<file path="src/rtl/rf_wb_arbiter.sv">
// rf_wb_arbiter
//   Shares the register file's single synchronous write port between two
//   writeback requesters. A (main pipeline) has fixed priority; B (long-latency
//   unit) is protected from starvation by a saturating loss counter. The
//   accepted write is registered into an output stage driving the rf port.
//
// Ports
//   i_clk, i_rst_n                      clock, async active-low reset
//   i_a_valid/o_a_ready/i_a_waddr/i_a_wdata   requester A handshake + payload
//   i_b_valid/o_b_ready/i_b_waddr/i_b_wdata   requester B handshake + payload
//   o_rd_wen/o_rd_waddr/o_rd_wdata       registered rf write port
//   o_pending                            one-hot of register being written
//   o_b_boost                            starvation counter at STARVE_LIMIT
module rf_wb_arbiter #(
  parameter int unsigned STARVE_LIMIT = 4
) (
  input  logic        i_clk,
  input  logic        i_rst_n,
  input  logic        i_a_valid,
  output logic        o_a_ready,
  input  logic [4:0]  i_a_waddr,
  input  logic [31:0] i_a_wdata,
  input  logic        i_b_valid,
  output logic        o_b_ready,
  input  logic [4:0]  i_b_waddr,
  input  logic [31:0] i_b_wdata,
  output logic        o_rd_wen,
  output logic [4:0]  o_rd_waddr,
  output logic [31:0] o_rd_wdata,
  output logic [31:0] o_pending,
  output logic        o_b_boost
);

  localparam logic [3:0] LIMIT = 4'(STARVE_LIMIT);

  logic [3:0] starve_cnt;
  logic       boost;
  logic       grant_a;
  logic       grant_b;

  // The output stage never stalls, so a grant is always a transfer.
  always_comb begin
    boost     = (starve_cnt == LIMIT);
    grant_b   = i_b_valid && (!i_a_valid || boost);
    grant_a   = i_a_valid && !grant_b;
    o_a_ready = grant_a && i_rst_n;
    o_b_ready = grant_b && i_rst_n;
    o_b_boost = boost;
  end

  // Counts consecutive cycles B is valid but loses to A.
  always_ff @(posedge i_clk or negedge i_rst_n) begin
    if (!i_rst_n) begin
      starve_cnt <= '0;
    end else if (!i_b_valid || grant_b) begin
      starve_cnt <= '0;
    end else if (starve_cnt != LIMIT) begin
      starve_cnt <= starve_cnt + 4'd1;
    end
  end

  // x0 writes are consumed and loaded, but never enable the rf write.
  always_ff @(posedge i_clk or negedge i_rst_n) begin
    if (!i_rst_n) begin
      o_rd_wen   <= 1'b0;
      o_rd_waddr <= '0;
      o_rd_wdata <= '0;
    end else if (grant_a) begin
      o_rd_wen   <= (i_a_waddr != 5'd0);
      o_rd_waddr <= i_a_waddr;
      o_rd_wdata <= i_a_wdata;
    end else if (grant_b) begin
      o_rd_wen   <= (i_b_waddr != 5'd0);
      o_rd_waddr <= i_b_waddr;
      o_rd_wdata <= i_b_wdata;
    end else begin
      o_rd_wen   <= 1'b0;
    end
  end

  always_comb begin
    o_pending = o_rd_wen ? (32'd1 << o_rd_waddr) : '0;
  end

endmodule

</file>
<file path="config.mk">
export PLATFORM = sky130hd
export DESIGN_NAME = rf_wb_arbiter
export DESIGN_NICKNAME = d
export VERILOG_FILES = /design/src/rtl/rf_wb_arbiter.sv
export SDC_FILE = /design/constraint.sdc
export NUM_CORES = 1
export LEC_CHECK = 0
export BUFFER_PORTS_ARGS = -buffer_cell sky130_fd_sc_hd__buf_2
export CORE_MARGIN = 1
export CORE_UTILIZATION = 42
export CTS_CLUSTER_DIAMETER = 200
export DETAILED_ROUTE_END_ITERATION = 10
export PLACE_DENSITY_LB_ADDON = 0.12
export SKIP_CTS_REPAIR_TIMING = 1
export SYNTH_ARGS = -nofsm -noshare
export SYNTH_HDL_FRONTEND = slang
export SYNTH_SLANG_ARGS = --single-unit
</file>
<file path="constraint.sdc">
create_clock -name i_clk -period 2.25 [get_ports i_clk]
set_clock_uncertainty 0.05 [all_clocks]
set_input_delay 0.45 -clock i_clk [delete_from_list [all_inputs] [get_ports i_clk]]
set_output_delay 0.45 -clock i_clk [all_outputs]
set_load 0.01 [all_outputs]
</file>
==> results.txt, run 1 <==
----------------------------------------------------
[Placement]
  Global placer's final weighted congestion ... about 0.85
  Total half-perimeter wirelength after legalization and detailed placement ... roughly 4300 um
  Number of buffers inserted by port buffering ... 150

[Hold path]
  Path category of the worst min-delay check ... in2async

[Synth]
  Number of warnings printed during yosys synthesis ... 0
  Predominant post-synthesis flop cell ... sky130_fd_sc_hd__dfrtp_1
  Cell count after synthesis ... approximately 220
  Sequential area share after synthesis ... 0.474
  Top cell type's share of synthesized area ... 0.474
  Distinct cells, synth ... 29
  Avg Inst Size Synth ... about 10 um^2
  EDFF count, synth ... 0
  Number of register bits inferred by synthesis ... 42
  Mapped Nets ... between 300 and 400
  Post-synth top area cell ... sky130_fd_sc_hd__dfrtp_1
  Async set or reset register ratio after synthesis ... 1.00
  Mapped Area ... about 0.0022 mm^2
  Top cells by area, synth ... sky130_fd_sc_hd__dfrtp_1 47%, sky130_fd_sc_hd__a221o_1 14%, sky130_fd_sc_hd__and2_1 9.3%

[Drt]
  Detailed-route wire length ... around 6000 um
  First-pass iteration count of the detailed router ... 4
  Via count ... 2232
  Routed length per instance ... roughly 14 um
  Detail-routed via count per cell ... approximately 5.1
  Post-route antenna net violation count ... 0
  Highest Signal Layer ... met4
  Iter 0 DRT Violations ... 92
  WL met1 ... ~2600 um
  Total met3 wirelength after detailed routing ... between 300 and 400 um
  Length of routed met2 wiring ... a little under 3000 um
  Residual DRC count ... 0

[Setup path]
  Library cell contributing the largest single delay on the critical path ... sky130_fd_sc_hd__dfrtp_1
  Source of the worst register-to-register timing path ... starve_cnt[0]
  Type of origin of the critical path ... register
  Crit path largest cell delay ... 0.63 ns
  Arrival time reported for the critical path endpoint ... about 1.6 ns
  Last element of the critical path ... o_pending[9]
  Critical path buffer and inverter count ... 1
  Setup Crit Path Kind ... reg2out
  Crit. End Element ... output port
  Cell Chain, Critical Path ... nand4b_1 > nor3_1 > buf_2
  Kind of cell with the highest combined delay on the critical path ... flip-flops
  CP Data Required Time ... approximately 1.8 ns
  Critical path launch point ... o_rd_waddr[0]
  Worst-case reg-to-reg path depth ... 5
  R2r setup slk ... about 0.48 ns
  Peak fanout along the critical path ... 16
  Count of cell instances traversed by the critical path ... 3
  Endpoint of the most critical register-to-register path ... o_rd_wdata[2]

[Timing]
  Worst slew pin tran ... 0.995 ns
  Final hold violations ... 5
  Relative slew margins ... 0.336
  Total negative slack ... 0 ns
  Setup repair after global routing missed its margin ... no
  Peak Freq ... between 400 and 500 MHz
  Post-route minimum period ... slightly above 2 ns
  Total of endpoints with negative setup slack in the final report ... 0
  Part of the cycle the worst path needs ... 0.912
  Max-slew violation count ... 0
  Worst hold margin ... -0.00152 ns

[Status]
  Outcome ... complete, but fails checks
  Violated checks ... hold timing

[Clock network]
  Master cell of the clock root buffer ... sky130_fd_sc_hd__clkbuf_8
  Clock buffer depth ... 2
  Clock latency on the worst-skew pair ... 0.29 ns
  TritonCTS clock tree ... done
  Worst-path clk slew ... around 0.07 ns
  TritonCTS buffer count ... 5
  Maximum level of the CTS H-tree ... 2
  Num Clock Sinks ... 42

[Finish]
  Sequential cell area ... approximately 0.0011 mm^2
  Filler Cells Inserted ... between 400 and 500
  Footprint of the multi-input gates ... between 0.001 and 0.0015 mm^2
  Commonest cells after routing, fill and taps aside ... 150 x sky130_fd_sc_hd__buf_2, 42 x sky130_fd_sc_hd__dfrtp_1, 33 x sky130_fd_sc_hd__and2_1
  Number of nets in the final layout ... roughly 450
  Commonest non-fill, non-tap cell in the layout ... sky130_fd_sc_hd__buf_2
  Layout cells sized above 1 ... 0.458
  Synth-to-Final Area Change ... 38.3%
  # diodes ... 0

[Power and ir drop]
  Worst voltage drop across the vdd grid ... between 300 and 400 uV
  Post-route total power ... approximately 1.7 mW
  Leakage power ... between 1.5 and 2 nW
  PD cells ... between 500 and 600 mW/mm^2

[Die]
  Horizontal die dimension ... 74.7 um
  Full die area ... between 0.005 and 0.006 mm^2
  # rows ... 26
  Placeable core region ... 0.00511 mm^2
  Initial cell density of the core ... 0.434
  Top Ports ... between 150 and 200
  Height of the die ... about 75 um

[Global routing]
  Global-route total usage across every layer ... 0.214
  Antenna violations before repair ... 0
  Global route overflow ... 0
  Global-route wire length before repair ... slightly below 9000 um
  Number of global-route vias before repair ... roughly 2000
  Largest net degree at the start of global routing ... 39

[Job]
  Max Cap Violations ... 0

----------------------------------------------------
-- worst reg2reg max path, cell delays in order (launching register included) --
cell                       delay (ns)
sky130_fd_sc_hd__dfrtp_1         0.41
sky130_fd_sc_hd__inv_1           0.07
sky130_fd_sc_hd__ha_1            0.20
sky130_fd_sc_hd__nand4b_4        0.17
sky130_fd_sc_hd__and2_4          0.34
sky130_fd_sc_hd__a221o_1         0.41
-- metrics by stage --
stage,cell area [um^2],cells,utilization,setup WS (ns)
finish,3070,435,0.600,0.198
detailed placement,2990,428,0.585,0.326
global placement,2990,428,0.585,0.386
CTS,3070,435,0.600,0.194
floorplan,2220,222,-,0.330
global route,3070,435,0.600,0.0888
-- synthesized netlist by cell type, types with 2 or more instances --
cell type                  number
sky130_fd_sc_hd__dfrtp_1       42
sky130_fd_sc_hd__inv_1          9
sky130_fd_sc_hd__nand2b_1       6
sky130_fd_sc_hd__buf_6          3
sky130_fd_sc_hd__nand3b_1       2
sky130_fd_sc_hd__nand2_1        6
sky130_fd_sc_hd__mux2_2         5
sky130_fd_sc_hd__o22ai_1        5
sky130_fd_sc_hd__and2_1        33
sky130_fd_sc_hd__nand3_1        4
sky130_fd_sc_hd__nor3_1        10
sky130_fd_sc_hd__buf_2          4
sky130_fd_sc_hd__ha_1           2
sky130_fd_sc_hd__clkbuf_1       8
sky130_fd_sc_hd__nor2_1        33
sky130_fd_sc_hd__nand4b_1       2
sky130_fd_sc_hd__a221o_1       32
sky130_fd_sc_hd__a21oi_1        5
-- layout make-up --
class | count | area share
multi-input cells | 155 | 0.342
well taps | 70 | 0.0286
inverters | 9 | 0.0110
clock inverters | 1 | 0.00245
repair buffers | 152 | 0.250
flip-flops and latches | 42 | 0.343
clock buffers | 6 | 0.0237
-- state kept, by name (all words and copies together) (netlist names) --
signal      count
o_rd_waddr      5
starve_cnt      4
o_rd_wdata     32
o_rd_wen        1
-- logic make-up (layout without fill, tap and decap cells) --
group | after synthesis | after routing | share of synthesized area
flip-flops | 42 | 42 | 0.474
buffers and inverters | 25 | 168 | 0.0564
XOR/XNOR | 2 | 2 | 0.00790
adder cells (fa/ha/maj) | 2 | 2 | 0.0113
AO/OA/AOI/OAI | 45 | 45 | 0.179
multiplexers | 5 | 5 | 0.0254
AND/OR/NAND/NOR | 101 | 101 | 0.245
-- metal layers --
metal | vias to the layer above | track usage
li1 | 1077 | -
met1 | 1043 | 0.257
met2 | 102 | 0.370
met3 | 10 | 0.0442
met4 | 0 | 0.0922
met5 | - | 0
-- worst min-delay path by stage --
stage | from | endpoint | slack (ns) | cells after the start
after detailed placement | i_rst_n | o_rd_waddr[2] | 0.33 | 1
final | i_rst_n | starve_cnt[2] | -0.002 | 1
after CTS | i_rst_n | starve_cnt[2] | 0.002 | 1
after global placement | i_rst_n | o_rd_waddr[2] | 0.32 | 1
after floorplan | i_rst_n | o_rd_waddr[0] | 0.10 | 0
after global routing | i_rst_n | starve_cnt[2] | 0.02 | 1
-- where the power goes --
part	leakage [nW]	internal, mW	switching [mW]	total [mW]
Clock	0.0373	0.213	0.250	0.462
Sequential	0.510	0.819	0.0584	0.878
Combinational	1.06	0.191	0.196	0.387
Total	1.61	1.22	0.504	1.73
(Power assumes the default switching activity.)
==> run 2, diff against run 1 <==
--- a/config.mk
+++ b/config.mk
@@ -6,6 +6,7 @@
 export NUM_CORES = 1
 export LEC_CHECK = 0
 export BUFFER_PORTS_ARGS = -buffer_cell sky130_fd_sc_hd__buf_2
+export CORE_ASPECT_RATIO = 0.7
 export CORE_MARGIN = 1
 export CORE_UTILIZATION = 42
 export CTS_CLUSTER_DIAMETER = 200
==> results.txt, run 2 (synthesized netlist as in run 1, its figures left out) <==
----------------------------------------------------
[Setup path]
  Type of origin of the critical path ... primary input
  CP Data Required Time ... 1.75 ns
  Peak fanout along the critical path ... 14
  Arrival time reported for the critical path endpoint ... around 1.7 ns
  Crit. End Element ... output port
  Setup Crit Path Kind ... in2out

[Clock network]
  TritonCTS clock tree ... done
  Num Clock Sinks ... between 40 and 50
  Clock buffer depth ... 2
  Master cell of the clock root buffer ... sky130_fd_sc_hd__clkbuf_8
  Worst-path clk slew ... around 0.080 ns
  TritonCTS buffer count ... 5
  Clock latency on the worst-skew pair ... 0.29 ns
  Maximum level of the CTS H-tree ... 2

[Drt]
  Routed length per instance ... ~14 um
  Detail-routed via count per cell ... 5.08
  First-pass iteration count of the detailed router ... 4
  Iter 0 DRT Violations ... roughly 140
  Residual DRC count ... 0
  Post-route antenna net violation count ... 0
  Detailed-route wire length ... 6220 um
  Via count ... 2227

[Global routing]
  Global route overflow ... 0
  Antenna violations before repair ... 0
  Global-route total usage across every layer ... 0.232
  Largest net degree at the start of global routing ... 39
  Number of global-route vias before repair ... 1968
  Global-route wire length before repair ... approximately 10000 um

[Finish]
  Filler Cells Inserted ... between 400 and 500
  # diodes ... 0
  Flip-flop count of the largest register after layout ... 32
  Commonest cells after routing, fill and taps aside ... 150 x sky130_fd_sc_hd__buf_2, 42 x sky130_fd_sc_hd__dfrtp_1, 33 x sky130_fd_sc_hd__nor2_1, 33 x sky130_fd_sc_hd__and2_1, 32 x sky130_fd_sc_hd__a221o_1
  Number of nets in the final layout ... ~450
  Register with the highest flop count ... o_rd_wdata
  Layout cells sized above 1 ... 0.461
  Footprint of the multi-input gates ... ~0.0010 mm^2
  Regs by FF count ... o_rd_wdata: 32 flops, o_rd_waddr: 5 flops, starve_cnt: 4 flops
  Final design area excluding fillers ... 0.00315 mm^2
  Synth-to-Final Area Change ... 42.0%
  Commonest non-fill, non-tap cell in the layout ... sky130_fd_sc_hd__buf_2
  Sequential cell area ... between 0.001 and 0.0015 mm^2

[Die]
  Initial cell density of the core ... 0.451
  Horizontal die dimension ... between 80 and 90 um
  Full die area ... roughly 0.0056 mm^2
  Height of the die ... about 63 um
  # rows ... 21
  Placeable core region ... 0.00491 mm^2
  Top Ports ... ~150

[Hold path]
  Path category of the worst min-delay check ... in2reg

[Timing]
  Max-slew violation count ... 0
  Worst slew pin tran ... ~0.46 ns
  Relative slew margins ... 0.693
  Post-route minimum period ... between 2 and 2.5 ns
  Total of endpoints with negative setup slack in the final report ... 0
  Worst hold margin ... between 0.3 and 0.4 ns
  Final hold violations ... 0
  Peak Freq ... between 400 and 500 MHz
  Setup repair after global routing missed its margin ... no
  Part of the cycle the worst path needs ... 0.954
  Smallest setup slack after layout ... 0.103 ns
  Total negative slack ... 0 ns

[Placement]
  Total half-perimeter wirelength after legalization and detailed placement ... between 4000 and 5000 um
  Number of buffers inserted by port buffering ... 150
  Global placer's final weighted congestion ... about 0.83
  Setup slack at placement ... about 0.46 ns
  Standard cell area after detailed placement ... 0.00300 mm^2

[Job]
  Max Cap Violations ... 0

[Status]
  Outcome ... completed

[Power and ir drop]
  Leakage power ... 1.66 nW
  Worst voltage drop across the vdd grid ... roughly 320 uV
  PD cells ... between 600 and 700 mW/mm^2

----------------------------------------------------
-- run 2: worst paths after layout --
path,start,to,slack [ns],cells after the start
worst min-delay path,i_b_wdata[10],o_rd_wdata[10],0.32,2
max in group asynchronous,i_rst_n,o_rd_wdata[15],0.89,3
worst max-delay path,i_rst_n,o_a_ready,0.10,4
min in group asynchronous,i_rst_n,starve_cnt[0],0.57,2
worst max register to register,starve_cnt[0],o_rd_wdata[4],0.45,5
worst min register to register,starve_cnt[0],starve_cnt[0],0.47,1
-- run 2: area by class of cell --
class,count,area share
sequential,42,0.334
multi-input combinational,155,0.332
timing repair buffer,155,0.251
tap,69,0.0274
clock buffer,6,0.0262
clock inverter,2,0.0191
inverter,9,0.0107
-- run 2: stage by stage --
stage	utilization	total power, mW	instances
6_report	0.641	2.00	438
5_1_grt	0.641	2.11	438
4_1_cts	0.639	2.02	437
3_5_place_dp	0.610	1.28	429
3_3_place_gp	0.610	1.28	429
2_1_floorplan	-	1.09	222
-- run 2: critical path: stages --
cell and delay, ns:
sky130_fd_sc_hd__dlygate4sd3_1 0.56, sky130_fd_sc_hd__buf_2 0.30, sky130_fd_sc_hd__and3_1 0.21, sky130_fd_sc_hd__buf_2 0.13
-- run 2: per-layer routing --
layer,global-route usage,part of all wire
met1,0.336,0.48
met2,0.345,0.44
met3,0.0621,0.077
met4,0.0544,0.0072
met5,0,0
-- run 2: power breakdown --
part           switching, mW  internal [mW]
Sequential            0.0567          0.819
Clock                  0.257          0.473
Combinational          0.199          0.195
==> run 3, diff against run 2 <==
--- a/config.mk
+++ b/config.mk
@@ -8,7 +8,7 @@
 export BUFFER_PORTS_ARGS = -buffer_cell sky130_fd_sc_hd__buf_2
 export CORE_ASPECT_RATIO = 0.7
 export CORE_MARGIN = 1
-export CORE_UTILIZATION = 42
+export CORE_UTILIZATION = 38
 export CTS_CLUSTER_DIAMETER = 200
 export DETAILED_ROUTE_END_ITERATION = 10
 export PLACE_DENSITY_LB_ADDON = 0.12
==> constraint.sdc (replaced) <==
create_clock -name i_clk -period 1.7 [get_ports i_clk]
set_clock_uncertainty 0.05 [all_clocks]
set_input_delay 0.34 -clock i_clk [delete_from_list [all_inputs] [get_ports i_clk]]
set_output_delay 0.34 -clock i_clk [all_outputs]
set_load 0.01 [all_outputs]
==> results.txt, run 3 (synthesized netlist as in run 1, its figures left out) <==
----------------------------------------------------
[Die]
  Initial cell density of the core ... 0.409
  Horizontal die dimension ... 93.3 um
  Height of the die ... about 66 um
  Full die area ... 0.00615 mm^2
  Placeable core region ... roughly 0.0054 mm^2
  # rows ... 22
  Top Ports ... ~150

[Placement]
  Number of buffers inserted by port buffering ... 150
  Standard cell area after detailed placement ... between 0.003 and 0.004 mm^2
  Setup slack at placement ... about 0.0068 ns
  Placed insts ... approximately 440
  Total half-perimeter wirelength after legalization and detailed placement ... between 4000 and 5000 um
  Global placer's final weighted congestion ... 0.792

[Finish]
  Layout cells sized above 1 ... 0.532
  Number of nets in the final layout ... between 400 and 500
  Register with the highest flop count ... o_rd_wdata
  Filler Cells Inserted ... between 400 and 500
  Commonest non-fill, non-tap cell in the layout ... sky130_fd_sc_hd__buf_2
  Regs by FF count ... o_rd_wdata: 32 flops, o_rd_waddr: 5 flops, starve_cnt: 4 flops
  Finished Core Util ... 0.615
  # diodes ... 0
  Final design area excluding fillers ... about 0.0033 mm^2
  Final Instance Count excl. Fillers ... about 460
  Flip-flop count of the largest register after layout ... 32
  Synth-to-Final Area Change ... 50.5%
  Commonest cells after routing, fill and taps aside ... 148 x sky130_fd_sc_hd__buf_2, 38 x sky130_fd_sc_hd__dfrtp_1, 32 x sky130_fd_sc_hd__nor2_1, 32 x sky130_fd_sc_hd__and2_1, 32 x sky130_fd_sc_hd__a221o_1

[Global routing]
  Largest net degree at the start of global routing ... 39
  Antenna violations before repair ... 0
  Global-route total usage across every layer ... 0.207
  Global route overflow ... 0
  Number of global-route vias before repair ... about 2000
  Global-route wire length before repair ... 9770 um

[Clock network]
  Maximum level of the CTS H-tree ... 2
  Master cell of the clock root buffer ... sky130_fd_sc_hd__clkbuf_8
  Num Clock Sinks ... 42
  TritonCTS clock tree ... done
  Worst-path clk slew ... about 0.080 ns
  Clock buffer depth ... 2
  TritonCTS buffer count ... 5
  Clock latency on the worst-skew pair ... between 0.2 and 0.3 ns

[Status]
  Violated checks ... setup timing
  Outcome ... complete, but fails checks

[Timing]
  Post-route minimum period ... about 1.8 ns
  Worst slew pin tran ... about 0.48 ns
  Worst hold margin ... about 0.15 ns
  Total of endpoints with negative setup slack in the final report ... 21
  Total negative slack ... -0.989 ns
  Final hold violations ... 0
  Max-slew violation count ... 0
  Part of the cycle the worst path needs ... 1.08
  Setup repair after global routing missed its margin ... yes
  Smallest setup slack after layout ... -0.140 ns
  Peak Freq ... ~540 MHz
  Relative slew margins ... 0.681

[Hold path]
  Path category of the worst min-delay check ... in2async

[Drt]
  WL met1 ... between 3000 and 4000 um
  Residual DRC count ... 0
  Routed length per instance ... 14.2 um
  Via count ... between 2000 and 2500
  Post-route antenna net violation count ... 0
  Highest Signal Layer ... met4
  First-pass iteration count of the detailed router ... 4
  Total met3 wirelength after detailed routing ... 569 um
  Iter 0 DRT Violations ... approximately 120
  Length of routed met2 wiring ... roughly 2900 um
  Detailed-route wire length ... around 6500 um
  Detail-routed via count per cell ... just over 5

[Setup path]
  Type of origin of the critical path ... register
  Crit path largest cell delay ... between 0.4 and 0.5 ns
  Library cell contributing the largest single delay on the critical path ... sky130_fd_sc_hd__dfrtp_1
  Crit. End Element ... output port
  Setup Crit Path Kind ... reg2out
  Cell Chain, Critical Path ... inv_2 > ha_4 > nand4b_4 > o21ai_4 > and2_4 > buf_6
  CP Data Required Time ... 1.31 ns
  Peak fanout along the critical path ... 4
  Arrival time reported for the critical path endpoint ... roughly 1.5 ns

[Power and ir drop]
  Int Power ... between 1.5 and 2 mW
  Leakage power ... approximately 1.7 nW
  Worst voltage drop across the vdd grid ... about 360 uV
  PD cells ... between 700 and 800 mW/mm^2
  Switching fraction of total power ... 0.291
  Clock group share of total power ... 0.277
  Part of the power in combinational logic ... 0.249
  Switching component of the power ... about 0.70 mW
  Post-route total power ... about 2.4 mW
  Part of the power in registers ... 0.474

[Job]
  Max Cap Violations ... 0

----------------------------------------------------
==> run 3: changes by cell type in the layout (fill, tap and decap cells not counted), sizes merged <==
cell and change:
clkinv +1, bufinv -2, clkinvlp +1, buf +20
==> run 3: critical path, delay by kind of cell (launching register included) <==
kind / cells / cell delay [ns]
DFF: 1 / 0.42
buffers and inverters: 2 / 0.18
AOI/OAI and AO/OA: 1 / 0.11
adders and majority gates: 1 / 0.14
and+or+nand+nor: 2 / 0.30
==> run 3: layout make-up <==
cell class,instances,area (um^2),area share
clock buffers,6,82.6,0.0248
clock inverters,2,12.5,0.00375
inverters,9,33.8,0.0101
multi-input cells,155,1110,0.332
flip-flops and latches,42,1060,0.317
well taps,72,90.1,0.0270
repair buffers,175,953,0.286
==> run 3: layer usage <==
| layer | up-vias | track usage |
|---|---|---|
| met5 | - | 0 |
| met2 | 103 | 0.307 |
| met4 | 0 | 0.0462 |
| met1 | 1087 | 0.302 |
| li1 | 1128 | - |
| met3 | 2 | 0.0552 |
==> run 3: final timing paths <==
check / end / cells past startpoint / slack, ns / startpoint
worst max-delay path: o_b_ready / 6 / -0.14 / starve_cnt[0]
worst min-delay path: o_rd_wdata[2] / 2 / 0.15 / i_rst_n
worst max register to register: o_rd_wdata[6] / 5 / 0.04 / starve_cnt[0]
worst min register to register: starve_cnt[0] / 1 / 0.46 / starve_cnt[0]
max in group asynchronous: o_rd_waddr[2] / 2 / 0.93 / i_rst_n
min in group i_clk: o_rd_wdata[14] / 2 / 0.22 / i_b_wdata[14]
==> run 3: power by group through the flow <==
stage                     sequential [mW]  combinational (mW)  clock [mW]
after global routing                 1.16               0.667       0.737
after floorplan                      1.19               0.250           0
final                                1.15               0.604       0.672
after detailed placement             1.16               0.550           0
after global placement               1.17               0.542           0
after CTS                            1.15               0.551       0.702
